==> src/rtl/multicycle_control.sv <==
// -----------------------------------------------------------------------------
// multicycle_control
//
// Main control FSM for the multicycle MIPS datapath. Sequences each
// instruction through fetch, decode, execute, memory and writeback, one cycle
// per step, and drives the datapath enables, mux selects and the 2-bit aluOp
// consumed by ALU control. Memory accesses stall on memReady.
//
// Build option:
//   MC_CONTROL_BNE_EN  - when defined, opcode 000101 (bne) is dispatched to
//                        BRANCH with branchNe asserted. When undefined, bne
//                        is an illegal opcode and branchNe is tied low.
// -----------------------------------------------------------------------------
module multicycle_control (
  input  logic       clk,
  input  logic       rst_n,
  input  logic [5:0] opcode,
  input  logic       memReady,
  output logic       pcWrite,
  output logic       pcWriteCond,
  output logic       branchNe,
  output logic       iOrD,
  output logic       memRead,
  output logic       memWrite,
  output logic       irWrite,
  output logic       regDst,
  output logic       memToReg,
  output logic       regWrite,
  output logic       aluSrcA,
  output logic [1:0] aluSrcB,
  output logic [1:0] aluOp,
  output logic [1:0] pcSource,
  output logic       illegalOp,
  output logic [3:0] stateOut
);

  // ---------------------------------------------------------------------------
  // State encoding. Codes 12..15 are unused; the FSM recovers from them to
  // FETCH with all outputs low.
  // ---------------------------------------------------------------------------
  typedef enum logic [3:0] {
    FETCH  = 4'd0,
    DECODE = 4'd1,
    MEMADR = 4'd2,
    MEMRD  = 4'd3,
    MEMWB  = 4'd4,
    MEMWR  = 4'd5,
    EXEC   = 4'd6,
    ALUWB  = 4'd7,
    BRANCH = 4'd8,
    ADDIEX = 4'd9,
    ADDIWB = 4'd10,
    JUMP   = 4'd11
  } state_t;

  // Opcodes recognised in DECODE (IR[31:26]).
  localparam logic [5:0] OP_RTYPE = 6'b000000;
  localparam logic [5:0] OP_LW    = 6'b100011;
  localparam logic [5:0] OP_SW    = 6'b101011;
  localparam logic [5:0] OP_BEQ   = 6'b000100;
  localparam logic [5:0] OP_ADDI  = 6'b001000;
  localparam logic [5:0] OP_J     = 6'b000010;
`ifdef MC_CONTROL_BNE_EN
  localparam logic [5:0] OP_BNE   = 6'b000101;
`endif

  // aluOp encodings understood by ALU control.
  localparam logic [1:0] ALUOP_ADD   = 2'b00;
  localparam logic [1:0] ALUOP_SUB   = 2'b01;
  localparam logic [1:0] ALUOP_FUNCT = 2'b10;

  // aluSrcB selects.
  localparam logic [1:0] SRCB_REG  = 2'b00;
  localparam logic [1:0] SRCB_FOUR = 2'b01;
  localparam logic [1:0] SRCB_IMM  = 2'b10;
  localparam logic [1:0] SRCB_BTGT = 2'b11;

  // pcSource selects.
  localparam logic [1:0] PCSRC_ALU  = 2'b00;
  localparam logic [1:0] PCSRC_OUT  = 2'b01;
  localparam logic [1:0] PCSRC_JUMP = 2'b10;

  // Every control output gathered in one record so the output decoder can
  // clear them all with a single default assignment.
  typedef struct packed {
    logic       pc_write;
    logic       pc_write_cond;
    logic       branch_ne;
    logic       i_or_d;
    logic       mem_read;
    logic       mem_write;
    logic       ir_write;
    logic       reg_dst;
    logic       mem_to_reg;
    logic       reg_write;
    logic       alu_src_a;
    logic [1:0] alu_src_b;
    logic [1:0] alu_op;
    logic [1:0] pc_source;
    logic       illegal_op;
  } ctrl_t;

  state_t state_q;
  state_t state_d;
  state_t dispatch;
  logic   opcode_legal;
  ctrl_t  ctrl;

  // Decode the opcode once: where DECODE goes next and whether it is legal.
  always_comb begin
    // NOTE: every signal written in a combinational block gets a default
    // first, so no path through the case leaves it unassigned (no latch).
    dispatch     = FETCH;
    opcode_legal = 1'b1;
    case (opcode)
      OP_RTYPE:      dispatch = EXEC;
      OP_LW, OP_SW:  dispatch = MEMADR;
      OP_BEQ:        dispatch = BRANCH;
`ifdef MC_CONTROL_BNE_EN
      OP_BNE:        dispatch = BRANCH;
`endif
      OP_ADDI:       dispatch = ADDIEX;
      OP_J:          dispatch = JUMP;
      default:       opcode_legal = 1'b0;
    endcase
  end

  // State register: reset forces FETCH immediately, abandoning any
  // instruction in flight.
  always_ff @(posedge clk or negedge rst_n) begin
    // NOTE: sequential state uses non-blocking assignments so all flops
    // update together from pre-edge values.
    if (!rst_n) state_q <= FETCH;
    else        state_q <= state_d;
  end

  // Next-state logic: single-cycle steps, with the three memory states
  // holding until memReady.
  always_comb begin
    state_d = FETCH;
    case (state_q)
      FETCH:   state_d = memReady ? DECODE : FETCH;
      DECODE:  state_d = dispatch;
      MEMADR:  state_d = (opcode == OP_SW) ? MEMWR : MEMRD;
      MEMRD:   state_d = memReady ? MEMWB : MEMRD;
      MEMWB:   state_d = FETCH;
      MEMWR:   state_d = memReady ? FETCH : MEMWR;
      EXEC:    state_d = ALUWB;
      ALUWB:   state_d = FETCH;
      BRANCH:  state_d = FETCH;
      ADDIEX:  state_d = ADDIWB;
      ADDIWB:  state_d = FETCH;
      JUMP:    state_d = FETCH;
      default: state_d = FETCH;
    endcase
  end

  // Output decode: Moore outputs from state, except that memReady gates the
  // PC/IR writes in FETCH and opcode qualifies illegalOp and branchNe.
  always_comb begin
    ctrl = '0;
    case (state_q)
      FETCH: begin
        ctrl.mem_read  = 1'b1;
        ctrl.alu_src_b = SRCB_FOUR;
        ctrl.alu_op    = ALUOP_ADD;
        ctrl.ir_write  = memReady;
        ctrl.pc_write  = memReady;
      end
      DECODE: begin
        ctrl.alu_src_b  = SRCB_BTGT;
        ctrl.illegal_op = ~opcode_legal;
      end
      MEMADR: begin
        ctrl.alu_src_a = 1'b1;
        ctrl.alu_src_b = SRCB_IMM;
      end
      MEMRD: begin
        ctrl.mem_read = 1'b1;
        ctrl.i_or_d   = 1'b1;
      end
      MEMWB: begin
        ctrl.mem_to_reg = 1'b1;
        ctrl.reg_write  = 1'b1;
      end
      MEMWR: begin
        ctrl.mem_write = 1'b1;
        ctrl.i_or_d    = 1'b1;
      end
      EXEC: begin
        ctrl.alu_src_a = 1'b1;
        ctrl.alu_src_b = SRCB_REG;
        ctrl.alu_op    = ALUOP_FUNCT;
      end
      ALUWB: begin
        ctrl.reg_dst   = 1'b1;
        ctrl.reg_write = 1'b1;
      end
      BRANCH: begin
        ctrl.alu_src_a     = 1'b1;
        ctrl.alu_op        = ALUOP_SUB;
        ctrl.pc_source     = PCSRC_OUT;
        ctrl.pc_write_cond = 1'b1;
`ifdef MC_CONTROL_BNE_EN
        ctrl.branch_ne     = (opcode == OP_BNE);
`endif
      end
      ADDIEX: begin
        ctrl.alu_src_a = 1'b1;
        ctrl.alu_src_b = SRCB_IMM;
      end
      ADDIWB: begin
        ctrl.reg_write = 1'b1;
      end
      JUMP: begin
        ctrl.pc_source = PCSRC_JUMP;
        ctrl.pc_write  = 1'b1;
      end
      default: begin
        ctrl.pc_source = PCSRC_ALU;
      end
    endcase
  end

  assign pcWrite     = ctrl.pc_write;
  assign pcWriteCond = ctrl.pc_write_cond;
  assign branchNe    = ctrl.branch_ne;
  assign iOrD        = ctrl.i_or_d;
  assign memRead     = ctrl.mem_read;
  assign memWrite    = ctrl.mem_write;
  assign irWrite     = ctrl.ir_write;
  assign regDst      = ctrl.reg_dst;
  assign memToReg    = ctrl.mem_to_reg;
  assign regWrite    = ctrl.reg_write;
  assign aluSrcA     = ctrl.alu_src_a;
  assign aluSrcB     = ctrl.alu_src_b;
  assign aluOp       = ctrl.alu_op;
  assign pcSource    = ctrl.pc_source;
  assign illegalOp   = ctrl.illegal_op;
  assign stateOut    = state_q;

endmodule

==> config.mk <==
export PLATFORM = sky130hd
export DESIGN_NAME = multicycle_control
export DESIGN_NICKNAME = d
export VERILOG_FILES = /design/src/rtl/multicycle_control.sv
export SDC_FILE = /design/constraint.sdc
export NUM_CORES = 1
export LEC_CHECK = 0
export ABC_AREA = 1
export ABC_CLOCK_PERIOD_IN_PS = 1500
export CAP_MARGIN = 20
export CORE_ASPECT_RATIO = 0.9
export CORE_MARGIN = 5
export CORE_UTILIZATION = 30
export DETAILED_ROUTE_END_ITERATION = 10
export PLACE_DENSITY = 0.69
export SYNTH_ARGS = -nofsm -noshare
export SYNTH_HDL_FRONTEND = slang
export SYNTH_SLANG_ARGS = --single-unit
export TNS_END_PERCENT = 10
==> constraint.sdc <==
create_clock -name clk -period 1.5 [get_ports clk]
set_input_delay 0.3 -clock clk [delete_from_list [all_inputs] [get_ports clk]]
set_output_delay 0.3 -clock clk [all_outputs]
set_load 0.03 [all_outputs]
# ---- After elaboration in Yosys (flattened, before gate mapping)
# Cells that the tools add are included.
dict set report classes {
  bitwise_logic 1
  n_mux 21
  reduce_logical 9
  eq_ne 16
}
# op n
set ops {}
lappend ops {{$pmux W4 S7} 1}
lappend ops {{$pmux W4 S5} 1}
lappend ops {{$eq A4 B3 Y1 const B} 4}
lappend ops {{$eq A4 B4 Y1 const B} 4}
lappend ops {{$eq A6 B6 Y1 const B} 2}
lappend ops {{$mux W1} 12}
lappend ops {{$mux W3} 3}
lappend ops {{$eq A4 B2 Y1 const B} 2}
lappend ops {{$pmux W2 S2} 2}
lappend ops {{$reduce_or A2 Y1} 4}
lappend ops {{$eq A6 B2 Y1 const B} 1}
lappend ops {{$eq A6 B3 Y1 const B} 1}
lappend ops {{$eq A6 B4 Y1 const B} 1}
lappend ops {{$logic_not A6 Y1} 1}
lappend ops {{$pmux W2 S3} 1}
lappend ops {{$reduce_or A6 Y1} 1}
lappend ops {{$eq A4 B1 Y1 const B} 1}
lappend ops {{$logic_not A4 Y1} 1}
lappend ops {{$reduce_or A4 Y1} 1}
lappend ops {{$reduce_or A3 Y1} 1}
lappend ops {{$pmux W1 S2} 1}
lappend ops {{$not A1 Y1} 1}
dict set report word_totals {
  inputBits 9
  ff_bits 4
  wordCells 48
}

# ---- Depth between registers and ports, before layout
# Gate-level depths: netlist of the first run.
dict set report logic_depth {
  depth_word 5
  ltp_mapped 7
  mapped_depth_nobuf 7
}

# ---- Worst setup path before layout of the first run
# No wires, ideal clock.
dict set report synth_path {
  kind {register to output}
  start {register state_q[3], in the netlist stateOut[3]}
  end {output port aluOp[0]}
  stages_incl_launch_ff 6
  arrival_ns 1.375
  n_path_buf 1
  setup_slack_ns -0.175
  t_required_ns 1.200
  cell_sequence {dfrtp_1 > inv_2 > nor2_2 > nand2_1 > inv_1 > buf_4}
}
dict set report synth_via {
  elab_chain_cells 2
  word_cells_on_any_way 3
}
# element line_no
set synth_rtl {}
lappend synth_rtl {{start, declared} 103} ;# state_t state_q;
lappend synth_rtl {{start signal, assigned} 134} ;# else state_q <= state_d;
lappend synth_rtl {{$eq A4 B4 Y1 / $eq A4 B3 Y1 (equally long branches)} 162} ;# case (state_q)
lappend synth_rtl {{$pmux W2 S2 (*)} 162}
lappend synth_rtl {{end, declared} 31} ;# output logic [1:0] aluOp,
# Mark *: on every way between the ends. The rest lies on a longest branch, timed or not.

# ---- Worst setup path after layout of the first run
dict set report layout_path {
  start {register state_q[1], in the netlist stateOut[1]}
  end {output port pcWrite}
}
dict set report layout_via {
  elab_chain_cells 2
  word_cells_on_any_way 3
}
# element line_no
set layout_rtl {}
lappend layout_rtl {{$eq A4 B4 Y1 / $logic_not A4 Y1 (equally long branches)} 162}
lappend layout_rtl {{$pmux W1 S2 (*)} 162}
lappend layout_rtl {{end, declared} 19} ;# output logic pcWrite,
# Marked as above.

==> results of run 1 <==
-- layout make-up --
cell class	count	area (µm²)
flip-flops and latches	4	105
fillers	172	666
clock buffers	4	26.3
well taps	24	30.0
repair buffers	41	379
inverters	22	87.6
multi-input cells	69	423
-- synthesized netlist by cell type --
cell type / number
nand2_2: 6
nor2_1: 17
inv_2: 9
nor3_2: 1
nand2_1: 18
o21ai_0: 1
nor2_4: 2
nand3_1: 11
o211ai_2: 1
nand2_4: 2
a21oi_1: 2
conb_1: 1
buf_4: 3
inv_1: 13
nor2_2: 2
nand4_1: 2
dfrtp_1: 4
o21ai_1: 3
-- timing repair --
item | 4_1_cts | 5_1_grt
buffers inserted | 1 | 5
gates resized for setup | 18 | 25
pin swaps | 1 | 8
endpoints found under the setup margin | 19 | 17
-- where the power goes --
group	total [mW]	internal (mW)	switching [mW]
Clock	0.154	0.100	0.0534
Combinational	1.39	0.540	0.850
Sequential	0.208	0.149	0.0591
Total	1.75	0.789	0.963
-- per-layer routing --
layer  global-route usage (%)  up-vias  routed length [µm]
met2                     18.3       32                 881
met3                     2.02        3                 123
met1                     13.2      316                 712
li1                         -      382                   -
met4                     9.72        0                  36
met5                        0        -                   0
-- kinds of logic after synthesis --
family | Yosys count | synth area share, %
simple gates | 61 | 54.7
buf+inv | 25 | 18.9
flops | 4 | 18.0
compound gates | 7 | 7.66
other cells | 1 | 0.675
-- cells in the final DEF, fill, tap and decap left out, drive strengths merged, types with 4 or more instances in the layout --
cell type    synthesis  layout
buf                  3      29
nand2               26      26
inv                 22      22
nor2                21      21
nand3               11      11
dlygate4sd2          0       8
dfrtp                4       4
clkbuf               0       4
o21ai                4       4
-- path summary, 6_finish.rpt --
path	from	endpoint	slack [ns]
max reg2reg	stateOut[3]	stateOut[2]	0.39
min reg2reg	stateOut[0]	stateOut[3]	0.74
min	rst_n	stateOut[3]	0.25
max in group asynchronous	rst_n	stateOut[0]	1.07
max	stateOut[1]	pcWrite	-0.12
min in group clk	opcode[1]	stateOut[2]	0.50
==> flow_metrics.env, run 1 <==
export IMPL_core_mm2=0.00172
export IMPL_cts_root_buf="clkbuf_4"
export IMPL_rows=14
export IMPL_dr_pass1_iters=4
export IMPL_place_inst=154
export IMPL_drc_errors=0
export IMPL_drt_total_wl_um=1750
export IMPL_numCtsBuffers=3
export IMPL_dp_hpwl_um=1260
export IMPL_tns_ns=-1.39
export IMPL_grt_overflow=0
export IMPL_slowest_delay_ns=0.44
export IMPL_ios=31
export IMPL_ant_nets=0
export IMPL_initial_core_util_pct=32.4
export IMPL_instances_no_fill=164
export IMPL_die_w_um=55.4
export IMPL_routabilityCongestion=0.774
export IMPL_hold_worst_slack_ns=0.247
export IMPL_synth_nets=107
export IMPL_track_usage_pct=11.3
export IMPL_first_iter_violations=10
export IMPL_status="finished with violations"
export IMPL_critPathKind="reg2out"
export IMPL_required_ns=1.20
export IMPL_failed_checks="negative setup slack"
export IMPL_postPlaceCellArea_um2=863
export IMPL_path_depth=6
export IMPL_path_common_cell="nand2_2"
export IMPL_cap_violations=0
export IMPL_die_h_um=50.8
export IMPL_drive_gt1_share_pct=52.1
export IMPL_fin_crit_ns=1.62
export IMPL_ys_warn_count=0
export IMPL_yosysSeqAreaShare_pct=18.0
export IMPL_synthTopCellsByArea="dfrtp_1, nand2_1, nor2_1"
export IMPL_power_leakage_nw=0.615
export IMPL_antenna_found_initial=0
export IMPL_grt_pass1_wl_um=2560
export IMPL_syn_avg_cell_area_um2=5.67
export IMPL_slew_viol_final=0
export IMPL_r2r_cells=6
export IMPL_ctsHoldBuffers=0
export IMPL_routedWlPerCell_um=10.7
export IMPL_final_cell_area_mm2=0.00105
export IMPL_htreeDepth=1
export IMPL_path_delay_family="flip-flops"
export IMPL_largest_register_ffs=4
export IMPL_via_count=733
export IMPL_skew_ns=0.00999
export IMPL_cp_cell_sequence="inv_2 -> nand2_2 -> nor2_4 -> nand2_2 -> o21ai_1 -> buf_4"
export IMPL_utilization_pct=61.2
export IMPL_clockBufferDepth=2
export IMPL_fmax_mhz=616
export IMPL_path_buf_inv=2
export IMPL_path_max_fanout=5
export IMPL_grt_max_degree=7
export IMPL_cts_tree="yes"
export IMPL_hold_class="in2async"
export IMPL_worstPathArrival_ns=1.32
export IMPL_nets=150
export IMPL_yosysTopAreaCell="dfrtp_1"
export IMPL_n_antenna_cell=0
export IMPL_end_kind="output port"
export IMPL_syn2layout_area_growth_pct=89.2
export IMPL_numPortBuffers=29
export IMPL_synth_cell_types=18
export IMPL_slowest_stage="dfrtp_2"
export IMPL_post_drt_via_cell_ratio=4.47
export IMPL_dieArea_mm2=0.00281
export IMPL_finalPower_mw=1.75
export IMPL_grt_pass1_vias=658
export IMPL_cts_sinks=4
export IMPL_setup_viol=16
export IMPL_syn_cell_area_um2=556
export IMPL_synth_seq_cells=4
export IMPL_path_clk_slew_ns=0.04
export IMPL_fin_crit_sh_pct=108
export IMPL_ir_drop_uv=942
export IMPL_netlist_instances=98
export IMPL_worst_slack_ns=-0.122
export IMPL_rsz0062_at_grt="true"
export IMPL_powerDensity_mw_per_mm2=1670
export IMPL_startpoint_type="register"
export IMPL_place_ws_ns=-0.299
export IMPL_clkLatencyLatePin_ns=0.25
export IMPL_yosysTopAreaCellShare_pct=18.0
export IMPL_finalHoldViolCount=0
(Power assumes the default switching activity.)
==> run 2, diff against run 1 <==
--- a/config.mk
+++ b/config.mk
@@ -7,7 +7,7 @@
 export LEC_CHECK = 0
 export ABC_AREA = 1
 export ABC_CLOCK_PERIOD_IN_PS = 1500
-export CAP_MARGIN = 20
+export CAP_MARGIN = 10
 export CORE_ASPECT_RATIO = 0.9
 export CORE_MARGIN = 5
 export CORE_UTILIZATION = 30
==> results of run 2 <==
No change in the layout: final DEF, timing and power equal those of run 1.
==> edit: new RTL, config.mk and constraints of run 1 <==
The option `MC_CONTROL_BNE_EN` is turned on by a define.
--- a/src/rtl/multicycle_control.sv
+++ b/src/rtl/multicycle_control.sv
@@ -13,2 +13,4 @@
 // -----------------------------------------------------------------------------
+`define MC_CONTROL_BNE_EN
+
 module multicycle_control (
Formal check against the unedited RTL: not equivalent (Yosys sat finds a counterexample within 4 cycles, from zero or initial values and one cycle with rst_n low).
==> edit against run 1 <==
  * The flow still finishes with violations (negative setup slack)
  * Critical path depth up 1
  * Sequential cell count unchanged
  * Total power down 16%
  * Final area up 5.5%
  * Final cell count up 7.3%
  * Synthesized area down 8.8%
  * Routed wire length up 9.1%
  * Setup slack better by 0.010 ns
  * Hold slack better by 0.032 ns
  * Highest routed layer is now met3
==> edit: results (changes against run 1) <==
[logic_synthesis]
yosys-top-cells-count=28 x nand2_1, 25 x nor2_1, 17 x inv_1, 14 x nand3_1, 4 x dfrtp_1
synth_flop_cell=dfrtp_1
synth_area_leaders=nand2_1 21%, dfrtp_1 20%, nor2_1 19%
synth_nets=110  ; +2.8%
synth-seq-area-share_pct=19.8  ; +1.7 points
ys_types=13  ; -5

[worst_setup_path]
max_stage_delay_ns=0.41  ; -0.03 ns
cp-startpoint=stateOut[3]$_DFF_PN0_
arrival_ns=1.31
cp-endpoint=aluSrcA
critPathSlowestCell=dfrtp_2
r2r_setup_slack_ns=0.25  ; -0.14 ns
reg2reg_depth=8  ; +2
r2r-end=stateOut[1]$_DFF_PN0_
worstReg2RegStart=stateOut[0]$_DFF_PN0_
path_max_fanout=4  ; -1

[routing]
firstDrtPassIters=6  ; +2
drt_iter0_drc=20  ; +10
drt_wl_total_mm=1.91  ; +9.1%
viasPerCell=4.46  ; -0.21%

[sta]
setup_ws_ns=-0.112  ; +0.0103 ns
relSlewSlack_pct=79.7
setup_viol=15  ; -1
skew_ns=0.00214  ; -0.00786 ns
tns_ns=-1.01  ; +0.380 ns

[layout]
drive_above_1_share_pct=48.0  ; -4.1 points
layout.nets=163  ; +8.7%
n_antenna_cell=0  ; unchanged

[place]
port-buffer-count=30  ; +3.4%
dpl_cell_area_sq_um=961  ; +11%
place_hpwl_mm=1.52  ; +21%
dp_slack_ns=-0.709  ; -0.410 ns
place.gp.congestion=0.821  ; +6.1%

[clock_tree]
clockBufferDepth=2  ; unchanged
clk_pin_slew_ns=0.04  ; about the same
clock_latency_ns=0.23  ; -0.02 ns

[outcome]
violations=negative setup slack
status=finished, violations left

[worst_hold_path]
hold_path_class=input port to async pin

[power]
peakVddDrop_v=0.000759  ; -19%
p_leak_nw=0.643  ; +4.5%
power.share.switching_pct=51.6  ; -3.4 points

[global_route]
grt_pass1_wl_mm=2.90  ; +13%
grt_max_degree=7  ; unchanged
grt_use_total_pct=14.8  ; +3.4 points
grt_pass1_vias=711  ; +8.1%

edit: cell count changes in the layout (fill, tap and decap cells not counted), moves of 4 or more:
cell	before	now
nor2_1	13	17
nand3_1	8	13
nor2_2	2	6
inv_2	10	5
buf_6	9	14
edit: per-layer routing:
layer	up-vias	share of wire (%)	track usage, %
met2	27	55	28.6
met5	-	0	0
met1	342	38	15.1
met3	0	6.3	2.45
li1	416	-	-
met4	0	0	5.11
edit: what timing repair did:
action,in CTS,in global routing
setup endpoints to repair,21,19
buffers inserted,0,0
hold endpoints to repair,0,0
gates resized for setup,41,19
pin swaps,5,5
edit: worst min path at each step:
stage,to,slack (ns),depth (start not counted)
5_1_grt,stateOut[1]$_DFF_PN0_,0.28,1
3_3_place_gp,stateOut[1]$_DFF_PN0_,0.51,1
4_1_cts,stateOut[1]$_DFF_PN0_,0.28,1
3_5_place_dp,stateOut[1]$_DFF_PN0_,0.52,1
2_1_floorplan,stateOut[0]$_DFF_PN0_,0.004,0
6_report,stateOut[2]$_DFF_PN0_,0.28,1
edit: cells by family after synthesis:
family,synth area share [%]
compound gates,2.96
buf+inv,15.6
simple gates,61.7
flops,19.8
edit: final cells by class:
type | count | area, sq um
Timing Repair Buffer | 49 | 447
Clock buffer | 3 | 22.5
Multi-Input combinational cell | 77 | 430
Inverter | 19 | 73.8
Tap cell | 24 | 30.0
Fill cell | 163 | 538
Sequential cell | 4 | 105
edit: power by group through the flow:
stage | Combinational, mW | Clock, mW | Sequential (mW)
2_1_floorplan | 0.488 | 0 | 0.241
3_3_place_gp | 1.02 | 0 | 0.156
3_5_place_dp | 1.03 | 0 | 0.158
4_1_cts | 1.11 | 0.135 | 0.160
5_1_grt | 1.26 | 0.147 | 0.166
6_report | 1.18 | 0.130 | 0.163
edit: critical path, delay by kind of cell (launching register included):
| kind | cells | cell delay [ns] |
|---|---|---|
| flops | 1 | 0.41 |
| simple gates | 3 | 0.21 |
| buf+inv | 4 | 0.47 |
edit: through the flow:
step	hold WS, ns	std cells	power, mW
finish	0.278	176	1.48
global route	0.284	176	1.57
detailed placement	0.520	173	1.18
global placement	0.509	173	1.18
floorplan	0.00441	101	0.729
CTS	0.276	176	1.40
